<file path="src/rtl/i2c_reg_bank.sv">
// i2c_reg_bank: pointer-addressed register file behind the i2c_target byte stream,
// with auto-increment bursts, fabric-fed read-only registers and per-register write strobes.
module i2c_reg_bank #(
   parameter int                        NUM_REGS    = 8,
   parameter logic [NUM_REGS-1:0]       RO_MASK     = '0,
   parameter logic [NUM_REGS*8-1:0]     RESET_VALUE = '0,
   parameter int                        DEBUG_REG   = 0
) (
   input  logic                  clk,
   input  logic                  rst_n,
   input  logic                  i2c_start_i,
   input  logic [7:0]            i2c_rx_byte_data_i,
   input  logic                  i2c_rx_byte_valid_i,
   input  logic                  i2c_tx_byte_req_i,
   output logic [7:0]            i2c_tx_byte_data_o,
   output logic                  i2c_tx_byte_valid_o,
   input  logic [NUM_REGS*8-1:0] status_i,
   output logic [NUM_REGS*8-1:0] regs_o,
   output logic [NUM_REGS-1:0]   reg_wr_o,
   output logic [7:0]            debug_o
);
   localparam int PTR_W = (NUM_REGS > 1) ? $clog2(NUM_REGS) : 1;
   typedef enum logic [1:0] {IDLE, PTR, DATA} state_t;
   state_t                     state;
   logic [PTR_W-1:0]           ptr;
   logic [NUM_REGS-1:0][7:0]   regs_q;
   assign regs_o  = regs_q;
   assign debug_o = regs_q[DEBUG_REG];
   always_ff @(posedge clk) begin
      if (!rst_n) begin
         state               <= IDLE;
         ptr                 <= '0;
         i2c_tx_byte_data_o  <= '0;
         i2c_tx_byte_valid_o <= 1'b0;
         reg_wr_o            <= '0;
         regs_q              <= RESET_VALUE;
      end else begin
         i2c_tx_byte_valid_o <= 1'b0;
         reg_wr_o            <= '0;
         // start outranks rx, which outranks tx; the losing event is dropped
         if (i2c_start_i) begin
            state <= PTR;
         end else if (i2c_rx_byte_valid_i) begin
            if (state == PTR) begin
               ptr   <= i2c_rx_byte_data_i[PTR_W-1:0];
               state <= DATA;
            end else if (state == DATA) begin
               if (!RO_MASK[ptr]) begin
                  regs_q[ptr]   <= i2c_rx_byte_data_i;
                  reg_wr_o[ptr] <= 1'b1;
               end
               ptr <= ptr + 1'b1;
            end
         end else if (i2c_tx_byte_req_i) begin
            i2c_tx_byte_data_o  <= regs_q[ptr];
            i2c_tx_byte_valid_o <= 1'b1;
            ptr                 <= ptr + 1'b1;
            if (state == PTR) state <= DATA;
         end
         for (int i = 0; i < NUM_REGS; i++)
            if (RO_MASK[i]) regs_q[i] <= status_i[8*i +: 8];
      end
   end
endmodule

</file>
<file path="config.mk">
export PLATFORM = sky130hd
export DESIGN_NAME = i2c_reg_bank
export DESIGN_NICKNAME = d
export VERILOG_FILES = /design/src/rtl/i2c_reg_bank.sv
export SDC_FILE = /design/constraint.sdc
export NUM_CORES = 1
export LEC_CHECK = 0
export CAP_MARGIN = 20
export CELL_PAD_IN_SITES_DETAIL_PLACEMENT = 1
export CELL_PAD_IN_SITES_GLOBAL_PLACEMENT = 2
export CORE_ASPECT_RATIO = 1.75
export CORE_UTILIZATION = 26
export CTS_BUF_LIST = sky130_fd_sc_hd__clkbuf_2 sky130_fd_sc_hd__clkbuf_4 sky130_fd_sc_hd__clkbuf_8
export CTS_CLUSTER_DIAMETER = 30
export DETAILED_ROUTE_END_ITERATION = 16
export PLACE_DENSITY = 0.92
export SYNTH_ARGS = -nofsm -noshare
export SYNTH_HDL_FRONTEND = slang
export SYNTH_SLANG_ARGS = --single-unit
</file>
<file path="constraint.sdc">
create_clock -name clk -period 1.85 [get_ports clk]
set_input_delay 0.185 -clock clk [delete_from_list [all_inputs] [get_ports clk]]
set_output_delay 0.185 -clock clk [all_outputs]
set_load 0.005 [all_outputs]
</file>
==> flow_summary.yaml <==
floorplanning:
  core_sq_mm: 0.01476
  die_h_microns: 164.3
  rows: 59
  die_w_microns: 94.75
  die_area_sq_mm: 0.01557
  num_io_pins: 166
  start_util_pct: 26.51
finish:
  final_util_pct: 36.71
  drive_above_1_share_pct: 10.35
  fin_area_sq_mm: 0.005420
  area_growth_pct: 38.49
  diodes: 0
  fin_nets: 557
detailed_routing:
  viasPerCell: 4.716
  via_count: 3141
  drtPass1Iterations: 4
  wire_per_inst_microns: 18.79
  drc: 0
  drt-total-wl_mm: 12.51
  drt-initial-drc-count: 108
  drtAntennaViolNets: 0
worst_setup_path:
  cp.buffers_inverters: 2
  cp_slowest_cell: "dfxtp_1"
  crit_type: "reg -> reg"
  end_kind: "flop"
  cpPeakStageDelay_ns: 0.54
  cpLargestDelayFamily: "flip-flops"
  cp_cell_sequence: "nand2b_1 -> buf_4 -> nor3_4 -> buf_12 -> mux2i_1 -> nor2b_1"
  cp.arrival_ns: 1.91
  cp_data_required_time_ns: 2.09
  critical_path.startpoint_type: "flop"
  cp_max_fo: 10
placement:
  dpl_worst_slack_ns: -0.01173
  gp_congestion: 0.7925
  hpwl_mm: 9.463
  placed_area_sq_mm: 0.005225
  port_buffers: 101
clock_tree:
  cts_made_buffers: 9
  clock_sinks: 86
  cts_setup_buffers: 0
  clk_pin_slew_ns: 0.08
  clk_latency_ns: 0.35
  cts_tree: "done"
  htreeDepth: 3
  cts-resized-gates: 0
  root_buffer: "clkbuf_8"
  ctsHoldBuffers: 0
  cts_max_path_buffers: 2
synthesis:
  yosysUniqueCellTypes: 37
  synth-compound-area-share_pct: 5.467
  synth_mux_area_share_pct: 25.06
  synthXorXnorAreaFrac_pct: 0.2238
  synth_edf_count: 0
  synthAdderAreaFrac_pct: 0.3197
  netlist_area_sq_mm: 0.003914
  synth_ff_type: "dfxtp_1"
  synth_top_family_by_area: "multiplexers"
  synth_nets: 462
  synth_simple_gate_area_share_pct: 19.28
  async_reset_ff_share_pct: 0
  seq_area_frac_synth_pct: 43.99
  ys_warn_count: 0
  avgSynthCellArea_sq_um: 10.19
  syn_inst: 384
  synth_seq_cells: 86
sta:
  relSlewSlack_pct: 65.27
  fin_ws_ns: 0.1736
  period_needed_ns: 1.676
  max_freq_ghz: 0.5965
  holdWs_ns: 0.3542
  final_hold_viol_count: 0
  fin_skew_ns: 0.005879
  slew_viol_final: 0
  finalCritPeriodShare_pct: 90.62
  setup_viol: 0
  rsz0062_at_grt: "no"
  fin_setup_tns_ns: 0
  worstMarginPinSlew_ns: 0.5210
job:
  maxCapViolations: 0
pwr:
  powerDensity_mw_per_mm2: 649.6
  ir_drop_uv: 354.8
  p_leak_nw: 1.966
grt:
  track_usage_pct: 16.59
  grt_max_degree: 49
  grt_pass1_wl_mm: 18.94
  antenna_found_initial: 0
  grt_pass1_vias: 3302
  grt-ovfl-total: 0
worst_hold_path:
  hold_class: "in -> reg"
status:
  status: "complete, no violations"
-- final cells by class --
cell class / instances / area (sq um)
clock buffers: 11 / 145.1
inverters: 1 / 3.754
well taps: 183 / 229.0
fillers: 1661 / 9344
multi-input cells: 256 / 1971
repair buffers: 125 / 1299
flip-flops and latches: 86 / 1725
clock inverters: 4 / 47.55
-- kinds of logic (layout without fill, tap and decap cells) --
kind of cell               Yosys count  in the layout
DFF                                 86             86
muxes                               98             98
buffers and inverters               42            141
AOI/OAI and AO/OA                   34             34
xor gates and xnor gates             1              1
and+or+nand+nor                    122            122
adders and majority gates            1              1
-- state kept, by name (all words and copies together) (netlist names) --
| signal | flops |
|---|---|
| debug_o | 8 |
| state | 2 |
| regs_o | 56 |
| i2c_tx_byte_data_o | 8 |
| i2c_tx_byte_valid_o | 1 |
| ptr | 3 |
| reg_wr_o | 8 |
-- cells in the mapped netlist, types with 2 or more instances --
| cell type | number | area [sq um] |
|---|---|---|
| mux2i_1 | 98 | 980.9 |
| dfxtp_1 | 86 | 1722 |
| nor2b_1 | 64 | 400.4 |
| nor2_1 | 26 | 97.59 |
| clkbuf_1 | 22 | 82.58 |
| buf_4 | 11 | 82.58 |
| o21ai_0 | 9 | 45.04 |
| o21ai_1 | 8 | 40.04 |
| nor3_1 | 7 | 35.03 |
| o22ai_1 | 7 | 43.79 |
| buf_2 | 6 | 30.03 |
| nand2_1 | 4 | 15.01 |
| nor3_4 | 4 | 65.06 |
| o21a_1 | 3 | 22.52 |
| and2_1 | 2 | 12.51 |
| buf_6 | 2 | 22.52 |
| nand2b_1 | 2 | 12.51 |
| nand3_1 | 2 | 10.01 |
| nand4b_1 | 2 | 17.52 |
| nor3b_1 | 2 | 15.01 |
-- where the power goes --
| group | total [mW] | leakage [nW] | switching (mW) | internal (mW) |
|---|---|---|---|---|
| Sequential | 1.90 | 0.695 | 0.0324 | 1.87 |
| Clock | 1.31 | 0.0986 | 0.650 | 0.665 |
| Combinational | 0.307 | 1.17 | 0.157 | 0.150 |
-- layout by cell type (no fill, tap or decap), types with 2 or more instances in the layout --
cell / synthesis / routed
o21ai_0: 9 / 9
nor2b_1: 64 / 64
nor3_1: 7 / 7
dfxtp_1: 86 / 85
o21ai_1: 8 / 8
clkdlybuf4s50_1: 0 / 100
nor3_4: 4 / 4
nand2_1: 4 / 4
buf_4: 11 / 15
nand2b_1: 2 / 2
nand3_1: 2 / 2
o21a_1: 3 / 3
and2_1: 2 / 2
buf_12: 0 / 9
o22ai_1: 7 / 7
nor2_1: 26 / 26
nor3b_1: 2 / 2
clkinv_2: 0 / 2
mux2i_1: 98 / 98
nand4b_1: 2 / 2
clkbuf_8: 0 / 10
-- layer usage --
metal	track usage, %	vias up	wire, microns
met4	10.47	0	677
met3	1.852	25	348
met5	0	-	0
li1	-	1491	-
met2	30.48	72	6806
met1	17.46	1553	4680
-- path summary, 6_finish.rpt --
path | startpoint | endpoint | slack [ns] | depth (start not counted)
max | ptr[1] | regs_o[19] | 0.17 | 6
max reg2reg | ptr[1] | regs_o[19] | 0.17 | 6
min reg2reg | i2c_tx_byte_data_o[3] | i2c_tx_byte_data_o[3] | 0.52 | 2
min | rst_n | i2c_tx_byte_data_o[1] | 0.35 | 3
-- worst reg2reg max path, stage by stage (launching register included) --
cell and delay [ns]:
dfxtp_1 0.54, nand2b_1 0.16, buf_4 0.21, nor3_4 0.21, buf_12 0.16, mux2i_1 0.21
nor2b_1 0.07
-- through the flow --
step	std cells	total power [mW]
finish	666	3.521
floorplan	384	2.120
global placement	651	2.242
global route	666	3.650
detailed placement	651	2.253
CTS	666	3.569
(Power assumes the default switching activity.)
